## config.mk

```make
export PLATFORM = sky130hd
export DESIGN_NAME = disp_mux_scanner
export DESIGN_NICKNAME = d
export VERILOG_FILES = /design/src/rtl/disp_mux_scanner.sv
export SDC_FILE = /design/constraint.sdc
export NUM_CORES = 1
export LEC_CHECK = 0
export BUFFER_PORTS_ARGS = -buffer_cell sky130_fd_sc_hd__buf_2
export CORE_ASPECT_RATIO = 1.75
export CORE_MARGIN = 8
export CORE_UTILIZATION = 54
export CTS_BUF_LIST = sky130_fd_sc_hd__clkbuf_8
export DETAILED_ROUTE_END_ITERATION = 16
export PLACE_DENSITY = 0.74
export SLEW_MARGIN = 20
export SYNTH_ARGS = -nofsm -noshare
export SYNTH_HDL_FRONTEND = slang
export SYNTH_SLANG_ARGS = --single-unit
```

## constraint.sdc

```tcl
create_clock -name clk -period 2.1 [get_ports clk]
set_input_delay 0.21 -clock clk [delete_from_list [all_inputs] [get_ports clk]]
set_output_delay 0.21 -clock clk [all_outputs]
set_load 0.02 [all_outputs]
```

## src/rtl/disp_mux_scanner.sv

```systemverilog
// Two-digit seven-segment scan controller: ON0 -> BLANK0 -> ON1 -> BLANK1, frame-synchronous digit updates.
// Define DISP_MUX_DIM_EN to add a 4-bit duty input that trims the lit portion of each ON state.
module disp_mux_scanner #(
  parameter int ON_CYCLES    = 200000,
  parameter int BLANK_CYCLES = 2000
) (
  input  logic       clk,
  input  logic       reset,
  input  logic [3:0] digit0,
  input  logic [3:0] digit1,
  input  logic       load,
`ifdef DISP_MUX_DIM_EN
  input  logic [3:0] duty,
`endif
  output logic       select,
  output logic [1:0] anode_n,
  output logic [3:0] hex_out,
  output logic       frame_done
);

  localparam int MAX_CYCLES = (ON_CYCLES > BLANK_CYCLES) ? ON_CYCLES : BLANK_CYCLES;
  localparam int CNT_W      = $clog2(MAX_CYCLES);
  localparam logic [CNT_W-1:0] ON_LOAD    = CNT_W'(ON_CYCLES - 1);
  localparam logic [CNT_W-1:0] BLANK_LOAD = CNT_W'(BLANK_CYCLES - 1);

  typedef enum logic [1:0] {ON0, BLANK0, ON1, BLANK1} state_t;

  state_t           state_q, state_d;
  logic [CNT_W-1:0] cnt_q, cnt_d;
  logic [3:0]       stage0_q, stage0_d, stage1_q, stage1_d;
  logic [3:0]       shadow0_q, shadow0_d, shadow1_q, shadow1_d;
  logic             select_q, select_d;
  logic [1:0]       anode_n_q, anode_n_d;
  logic [3:0]       hex_out_q, hex_out_d;
  logic             frame_done_q, frame_done_d;
  logic             lit_d;

`ifdef DISP_MUX_DIM_EN
  localparam int PW = CNT_W + 5;
  logic [3:0]    duty_q, duty_d;
  logic [PW-1:0] elapsed_x16, lit_limit;
`endif

  always_comb begin
    state_d      = state_q;
    cnt_d        = cnt_q - CNT_W'(1);
    stage0_d     = load ? digit0 : stage0_q;
    stage1_d     = load ? digit1 : stage1_q;
    shadow0_d    = shadow0_q;
    shadow1_d    = shadow1_q;
    frame_done_d = 1'b0;
`ifdef DISP_MUX_DIM_EN
    duty_d       = duty_q;
`endif
    if (cnt_q == '0) begin
      case (state_q)
        ON0: begin
          state_d = BLANK0;
          cnt_d   = BLANK_LOAD;
        end
        BLANK0: begin
          state_d = ON1;
          cnt_d   = ON_LOAD;
        end
        ON1: begin
          state_d = BLANK1;
          cnt_d   = BLANK_LOAD;
        end
        default: begin
          // Frame boundary: display takes the staging value held before this edge.
          state_d      = ON0;
          cnt_d        = ON_LOAD;
          shadow0_d    = stage0_q;
          shadow1_d    = stage1_q;
          frame_done_d = 1'b1;
`ifdef DISP_MUX_DIM_EN
          duty_d       = duty;
`endif
        end
      endcase
    end
  end

  always_comb begin
    select_d  = (state_d == ON1) || (state_d == BLANK1);
    hex_out_d = select_d ? shadow1_d : shadow0_d;
`ifdef DISP_MUX_DIM_EN
    // Elapsed index k is lit while k*16 < (duty+1)*ON_CYCLES.
    elapsed_x16 = PW'(ON_LOAD - cnt_d) << 4;
    lit_limit   = PW'(duty_d) * PW'(ON_CYCLES) + PW'(ON_CYCLES);
    lit_d       = elapsed_x16 < lit_limit;
`else
    lit_d = 1'b1;
`endif
    case (state_d)
      ON0:     anode_n_d = lit_d ? 2'b10 : 2'b11;
      ON1:     anode_n_d = lit_d ? 2'b01 : 2'b11;
      default: anode_n_d = 2'b11;
    endcase
  end

  always_ff @(posedge clk) begin
    if (reset) begin
      state_q      <= BLANK1;
      cnt_q        <= BLANK_LOAD;
      stage0_q     <= 4'h0;
      stage1_q     <= 4'h0;
      shadow0_q    <= 4'h0;
      shadow1_q    <= 4'h0;
      select_q     <= 1'b1;
      anode_n_q    <= 2'b11;
      hex_out_q    <= 4'h0;
      frame_done_q <= 1'b0;
`ifdef DISP_MUX_DIM_EN
      duty_q       <= 4'hF;
`endif
    end else begin
      state_q      <= state_d;
      cnt_q        <= cnt_d;
      stage0_q     <= stage0_d;
      stage1_q     <= stage1_d;
      shadow0_q    <= shadow0_d;
      shadow1_q    <= shadow1_d;
      select_q     <= select_d;
      anode_n_q    <= anode_n_d;
      hex_out_q    <= hex_out_d;
      frame_done_q <= frame_done_d;
`ifdef DISP_MUX_DIM_EN
      duty_q       <= duty_d;
`endif
    end
  end

  assign select     = select_q;
  assign anode_n    = anode_n_q;
  assign hex_out    = hex_out_q;
  assign frame_done = frame_done_q;

endmodule

```

# --- Word-level counts from Yosys, hierarchy flattened ---
# Index checks and enable logic that the tools add are counted.
totals:
  ff_bits: 44
  input_bits: 11
  output_inout_bits: 8
  elab_cells: 34
classes:
  add_sub_neg: 1
  n_eq_ne: 4
  n_mux: 11
  bitwise_logic: 1
  n_reduce_logical: 7
ops:
  columns: ["operator", "count"]
  rows:
  - ["$mux 18", 2]
  - ["$mux 4", 5]
  - ["$logic_not 18->1", 1]
  - ["$sub 18x1->18 const B", 1]
  - ["$eq 2x2->1 const B", 3]
  - ["$pmux 2 s3", 1]
  - ["$logic_not 2->1", 2]
  - ["$pmux 2 s2", 1]
  - ["$reduce_or 2->1", 2]
  - ["$reduce_or 3->1", 1]
  - ["$eq 2x1->1 const B", 1]
  - ["$mux 2", 1]
  - ["$logic_or 1x1->1", 1]
  - ["$mux 1", 1]
  - ["$not 1->1", 1]

# --- Depth between registers and ports, before layout ---
# Gate-level depths: netlist (run 1).
logic_depth:
  ltp_word: 6
  depth_mapped: 6
  ltp_nobuf: 6

# --- Worst setup path before layout (run 1) ---
# No wires, ideal clock.
synth_timing:
  path_type: "reg-to-reg"
  startpoint: "register cnt_q[6]"
  endpoint: "register cnt_q[17]"
  setup_ns: 0.086
  arrival_ns: 2.155
  t_required_ns: 2.014
  path_slack_ns: -0.141
  stages_incl_launch_ff: 6
  path_buffers: 0
  synth_period_minus_slack_ns: 2.241
  cell_sequence: "dfxtp_1 or4_4 or3_4 or4_4 or3_1 a211oi_1"
synth_between:
  elab_chain_len: 2
  word_cells_on_any_way: 3
  classes_between: "add/sub (1); mux (1); reduce/logical (1)"
synth_rtl:
  columns: ["item", "line_no", "text"]
  rows:
  - ["from (decl)", "29", "logic [CNT_W-1:0] cnt_q, cnt_d;"]
  - ["from (signal assigned)", "119", "cnt_q <= cnt_d;"]
  - ["$sub 18x1->18 or $logic_not 18->1 (tied branches)", "46, 55", null]
  - ["$mux 18 (*)", "55", "if (cnt_q == '0) begin"]
# Every way passes the cells marked *; elsewhere a longest branch is shown, timed or not.
# A chain may end at the register's enable or synchronous reset.

# --- Worst setup path in the final report (run 1) ---
layout_timing:
  startpoint: "register cnt_q[1]"
  endpoint: "register cnt_q[17]"
# Same word-level chain as after synthesis.

==> qor.csv, run 1 <==
stage;metric;value;unit
synthesis;synth-compound-area-share;7.958;%
floorplan;die_h;91.88;microns
synthesis;ys_ff_latch;44;
synthesis;post_synth_xor_area_fraction;5.915;%
cts;cts_htree_levels;2;
timing;finalSetupViolations;2;
place;dp.cells;260;
setup_path;critical_path.cell_chain;or4_4 -> or3_4 -> or4_4 -> buf_4 -> nor4b_2 -> a211oi_2;
run_status;failed_checks;setup timing;
power_and_ir_drop;power.leakage;0.9998;nW
power_and_ir_drop;p_per_area;728.5;nW/um^2
synthesis;seq_area_frac_synth;49.58;%
setup_path;path_class;reg -> reg;
timing;fin_ws;-0.1575;ns
timing;setup_tns;-0.1588;ns
layout;synthToLayoutAreaGrowth;28.73;%
cts;cts_inserted_buffers;5;
setup_path;crit_buf_inv;1;
drt;via_per_inst;5.321;
floorplan;placementRows;27;
drt;antenna_left;0;
cts;cts_root_buffer;clkbuf_8;
synthesis;synth_area_leaders;dfxtp_1 50%, mux2i_1 9.0%, nor2_1 5.3%;
layout;final_nets;241;
synthesis;syn_area;1777;sq um
place;io_buffers;18;
drt;num_vias;1426;
drt;drtPass1Iterations;4;
floorplan;ios;19;
timing;rsz0062_at_grt;true;
floorplan;start_util;56.55;%
layout;instances_no_fill;268;
synthesis;synth.area.mux_share;9.014;%
floorplan;dieWidth;59.36;microns
synthesis;yosysUniqueCellTypes;34;
min_path;hold-path-endpoint;stage0_q[2];
synthesis;ys_top_cells_by_count;44 x dfxtp_1, 25 x nor2_1, 16 x mux2i_1;
drt;wire_per_inst;15.16;microns
timing;period_share;107.5;%
setup_path;max_stage_delay;0.53;ns
grt;grt-ovfl-total;0;
min_path;whs_path_depth;3;
layout;antenna_cells;0;
cts;clock-sinks;44;
setup_path;crit_path_end_kind;register;
run;max-cap-violations;0;
synthesis;synth_top_area_share;49.58;%
setup_path;cp_slowest_cell;or4_4;
timing;drv_slew;0;
setup_path;crit_fanout;3;
timing;tightest_slew;0.4533;ns
synthesis;yosys_warnings;0;
grt;grt_pass1_wl;6423;microns
synthesis;syn_inst;180;
setup_path;regToRegStartpoint;cnt_q[1];
synthesis;syn_nets;196;
synthesis;yosysTopAreaCell;dfxtp_1;
min_path;hp-start;digit0[2];
floorplan;fp.dieArea;5454;sq um
timing;max_clock_freq;443.0;MHz
cts;cts_buffer_depth;2;
synthesis;ys.flop_type;dfxtp_1;
setup_path;worstRegToRegCells;6;
setup_path;startpoint_type;register;
timing;hold_viol_final;0;
place;hpwl;2989;microns
grt;grt_use_total;15.27;%
synthesis;synth_top_family_by_area;simple AND/OR/NAND/NOR gates;
power_and_ir_drop;max-vdd-ir-drop;0.6326;mV
drt;wl;4062;microns
setup_path;r2r_slack;-0.16;ns
setup_path;cpLargestDelayFamily;simple AND/OR/NAND/NOR gates;
setup_path;cp.required;2.28;ns
cts;cts_tree;built;
run_status;run_status;finished with violations;
floorplan;core-area;3142;sq um
timing;period_minus_slack;2.258;ns
grt;grt_pass1_vias;1517;
cts;clk_latency;0.29;ns
drt;drc;0;
timing;fin_skew;0.002670;ns
min_path;hold_class;in -> reg;
grt;antenna_found_initial;0;
synthesis;synthArstFlopShare;0;%
synthesis;synth_most_common_cell;dfxtp_1;
setup_path;path_common_cell;or4_4;
timing;relSlewSlack;69.65;%
place;gp_congestion;0.7947;
synthesis;synthSimpleGateAreaFrac;21.27;%
layout;drive_gt1_share;29.33;%
synthesis;syn-mean-instance-area;9.871;sq um
cts;clkTransAtPathRegs;0.08;ns
synthesis;synth_adder_area_share;3.521;%
setup_path;worst_ep_arrival_time;2.44;ns
drt;drtIter0Drc;40;
setup_path;rr_endpoint;cnt_q[17];
grt;grt_max_degree;24;
synthesis;synth_edf_count;0;
==> worst reg2reg max path: stages, from the launching register on <==
cell and delay (ns):
dfxtp_1 0.31, or4_4 0.53, or3_4 0.39, or4_4 0.44
buf_4 0.15, nor4b_2 0.25, a211oi_2 0.07
==> report_power, final <==
group | internal, mW | switching (mW) | total (mW) | leakage [nW]
Combinational | 0.0306 | 0.0367 | 0.0673 | 0.579
Sequential | 0.847 | 0.00787 | 0.855 | 0.357
Clock | 0.468 | 0.276 | 0.744 | 0.0642
Total | 1.35 | 0.320 | 1.67 | 1.00
==> cells in the final DEF (no fill, tap or decap), drive strengths merged <==
cell type  Yosys  layout
dfxtp         44      44
buf            1      41
nor2          25      25
mux2i         16      16
inv           10      10
nand2          9       9
nor2b          9       9
xnor2          9       9
nand3          5       5
ha             5       5
clkbuf         2       5
or4            5       5
nor3           5       5
a21oi          4       4
a22oi          4       4
nor4           4       4
xor2           3       3
or3            2       2
a21o           2       2
o211ai         2       2
o31ai          2       2
bufinv         0       2
nand2b         2       2
a211oi         2       2
and3           1       1
o21ai          1       1
a211o          1       1
nor4b          1       1
nand4          1       1
a21boi         1       1
o311a          1       1
nand4b         1       1
==> registers in the layout, summed over array words and instances, names as in the netlist <==
name,flops
cnt_q,18
hex_out,4
shadow0_q,4
shadow1_q,4
stage0_q,4
stage1_q,4
anode_n,2
state_q,2
frame_done,1
select,1
==> per-stage QoR <==
stage | cell area, sq um | setup slack, ns | utilization (%) | hold slack (ns) | total power [mW]
floorplan | 1783 | -0.1289 | - | 0.3568 | 0.9110
global placement | 2081 | -0.09930 | 66.23 | 0.4437 | 0.9348
detailed placement | 2081 | -0.1709 | 66.23 | 0.4559 | 0.9407
CTS | 2220 | -0.1586 | 70.65 | 0.1469 | 1.674
global route | 2287 | -0.2174 | 72.80 | 0.1444 | 1.724
finish | 2287 | -0.1575 | 72.80 | 0.1481 | 1.666
==> metal layers <==
layer | wire length [microns] | track usage [%] | vias to the layer above
li1 | - | - | 707
met1 | 1455 | 12.69 | 676
met2 | 2342 | 29.35 | 29
met3 | 117 | 3.636 | 14
met4 | 146 | 10.04 | 0
met5 | 0 | 0 | -
==> kinds of logic (layout without fill, tap and decap cells) <==
family	Yosys count	after routing
AO/OA/AOI/OAI	20	20
XOR/XNOR	12	12
adder cells (fa/ha/maj)	5	5
buffers and inverters	13	58
flip-flops	44	44
multiplexers	16	16
AND/OR/NAND/NOR	70	70
==> worst max path at each step <==
stage,from,endpoint,slack (ns),cells past startpoint
after floorplan,cnt_q[3],cnt_q[17],-0.13,5
after global placement,cnt_q[3],cnt_q[17],-0.1,5
after detailed placement,cnt_q[3],cnt_q[17],-0.17,5
after CTS,cnt_q[3],cnt_q[17],-0.16,5
after global routing,cnt_q[1],cnt_q[17],-0.22,6
final,cnt_q[1],cnt_q[17],-0.16,6
==> area by class of cell <==
type                            instances  area (sq um)
Clock buffer                            5         68.82
Clock inverter                          2         60.06
Fill cell                             244         854.6
Inverter                               10         37.54
Multi-Input combinational cell        123         910.9
Sequential cell                        44         882.1
Tap cell                               43         53.80
Timing Repair Buffer                   41         274.0
==> timing repair <==
| item | CTS | global route |
|---|---|---|
| gates resized for setup | 2 | 14 |
| endpoints found under the hold margin | 0 | 0 |
| hold buffers | 0 | 0 |
| pin swaps | 0 | 2 |
| buffers inserted | 0 | 1 |
| setup endpoints to repair | 2 | 11 |
Note: power is estimated with default switching activity, not from simulation.
==> run 2: changes to the inputs <==
--- a/config.mk
+++ b/config.mk
@@ -12,6 +12,7 @@
 export CTS_BUF_LIST = sky130_fd_sc_hd__clkbuf_8
 export DETAILED_ROUTE_END_ITERATION = 16
 export PLACE_DENSITY = 0.74
+export RECOVER_POWER = 100
 export SLEW_MARGIN = 20
 export SYNTH_ARGS = -nofsm -noshare
 export SYNTH_HDL_FRONTEND = slang
==> run 2 against run 1 <==
The flow still finishes with violations (setup timing). Flip-flop and latch count did not move. Register-to-register slack about the same. Critical path depth unchanged. Global-route usage unchanged. Via count shrank 0.14%. Largest cell class unchanged. Largest power group unchanged.
==> qor.csv, run 2 (synthesis results as in run 1) <==
stage;metric;value;unit
run_status;run_status;finished with violations;
run_status;failed_checks;setup timing;
power_and_ir_drop;p_int;1.346;mW
timing;max_clock_freq;442.9;MHz
grt;grt_pass1_wl;6423;microns
cts;cts_root_buffer;clkbuf_8;
drt;drtPass1Iterations;4;
layout;final_common_cell;dfxtp_1;
drt;antenna_left;0;
setup_path;worst_ep_arrival_time;2.44;ns
timing;period_share;107.5;%
timing;hold_slack;0.1476;ns
grt;grt_max_degree;24;
layout;drive_gt1_share;25.78;%
power_and_ir_drop;seq_power_share;51.3;%
cts;clkTransAtPathRegs;0.08;ns
setup_path;critical_path.cell_chain;or4_4 -> or3_4 -> or4_4 -> buf_4 -> nor4b_2 -> a211oi_2;
timing;hold_viol_final;0;
setup_path;crit_path_end_kind;register;
layout;layout.area.seq;882.1;sq um
setup_path;cpLargestDelayFamily;simple AND/OR/NAND/NOR gates;
drt;drtIter0Drc;41;
cts;cts_htree_levels;2;
place;dp.cells;260;
timing;rsz0062_at_grt;true;
power_and_ir_drop;combPwrFrac;4.0;%
power_and_ir_drop;p_clk_share;44.6;%
setup_path;cp.required;2.28;ns
setup_path;startpoint_type;register;
floorplan;placementRows;27;
floorplan;die_h;91.88;microns
cts;clk_latency;0.29;ns
power_and_ir_drop;total_power;1.667;mW
layout;final_nets;241;
floorplan;start_util;56.55;%
power_and_ir_drop;power.leakage;0.9744;nW
layout;final_cell_mix;43 x dfxtp_1, 25 x nor2_1, 20 x buf_4;
timing;fin_skew;0.002430;ns
setup_path;path_common_cell;or4_4;
power_and_ir_drop;switching_share;19.25;%
setup_path;crit_fanout;3;
timing;period_minus_slack;2.258;ns
timing;finalSetupViolations;2;
cts;clock-sinks;44;
setup_path;r2r_slack;-0.16;ns
drt;via_per_inst;5.313;
layout;final_area;2277;sq um
setup_path;max_stage_delay;0.53;ns
power_and_ir_drop;switching_power;0.3208;mW
layout;multi_input_area;910.9;sq um
drt;num_vias;1424;
timing;tightest_slew;0.4533;ns
floorplan;fp.dieArea;5454;sq um
power_and_ir_drop;p_per_area;731.9;nW/um^2
cts;cts_tree;built;
layout;largest_register_ffs;18;
run;max-cap-violations;0;
floorplan;ios;19;
setup_path;crit_buf_inv;1;
layout;antenna_cells;0;
drt;wl;4061;microns
place;detailedPlace.worstSlack;-0.1709;ns
place;place_area;2081;sq um
grt;antenna_found_initial;0;
grt;grt_use_total;15.27;%
layout;instances_no_fill;268;
grt;grt_pass1_vias;1517;
floorplan;core-area;3142;sq um
place;io_buffers;18;
timing;drv_slew;0;
min_path;hold_class;in -> reg;
place;gp_congestion;0.7947;
layout;top_register;cnt_q;
floorplan;dieWidth;59.36;microns
cts;cts_buffer_depth;2;
setup_path;path_class;reg -> reg;
power_and_ir_drop;max-vdd-ir-drop;0.6326;mV
cts;ctsHoldBuffers;0;
grt;grt-ovfl-total;0;
drt;drc;0;
place;hpwl;2989;microns
drt;wire_per_inst;15.15;microns
cts;cts_inserted_buffers;5;
timing;relSlewSlack;69.65;%
layout;synthToLayoutAreaGrowth;28.17;%
setup_path;cp_slowest_cell;or4_4;
timing;fin_ws;-0.1578;ns
layout;nFillCells;250;
==> run 2: area by class of cell <==
cell class,count,area share (%)
timing repair buffer,41,11.59
clock inverter,2,2.637
inverter,10,1.648
tap,43,2.363
multi-input combinational,123,40.00
sequential,44,38.74
clock buffer,5,3.022
==> run 2: final timing paths <==
path	from	end	cells past startpoint
worst min register to register	stage1_q[3]	stage1_q[3]	2
worst max-delay path	cnt_q[1]	cnt_q[17]	6
worst max register to register	cnt_q[1]	cnt_q[17]	6
worst min-delay path	digit0[2]	stage0_q[2]	3
==> run 2: timing repair <==
action,in CTS,in global routing
pin swaps,0,2
resized for setup,2,14
setup endpoints to repair,2,11
buffers inserted,0,1
hold endpoints to repair,0,0
==> run 2: stage by stage <==
| step | setup TNS [ns] | utilization, % |
|---|---|---|
| floorplan | -0.1289 | - |
| global placement | -0.09930 | 66.23 |
| detailed placement | -0.1709 | 66.23 |
| CTS | -0.1747 | 70.65 |
| global route | -0.4155 | 72.48 |
| finish | -0.1591 | 72.48 |
==> run 2: power by group through the flow <==
| stage | logic [mW] | clock network [mW] | registers (mW) |
|---|---|---|---|
| floorplan | 0.0374 | 0 | 0.874 |
| global placement | 0.0620 | 0 | 0.873 |
| detailed placement | 0.0666 | 0 | 0.874 |
| CTS | 0.0669 | 0.752 | 0.854 |
| global route | 0.0733 | 0.793 | 0.857 |
| finish | 0.0672 | 0.744 | 0.855 |
==> run 2: worst reg2reg max path: cells and delay by family (launching register included) <==
kind,cells,cell delay [ns]
compound gates,1,0.07
buf+inv,1,0.15
flops,1,0.31
simple gates,4,1.61
==> run 2: layer usage <==
metal	up-vias	part of all wire [%]	GRT usage, %
met1	677	36	12.69
li1	706	-	-
met5	-	0	0
met4	0	3.3	10.04
met2	28	58	29.35
met3	13	2.6	3.636
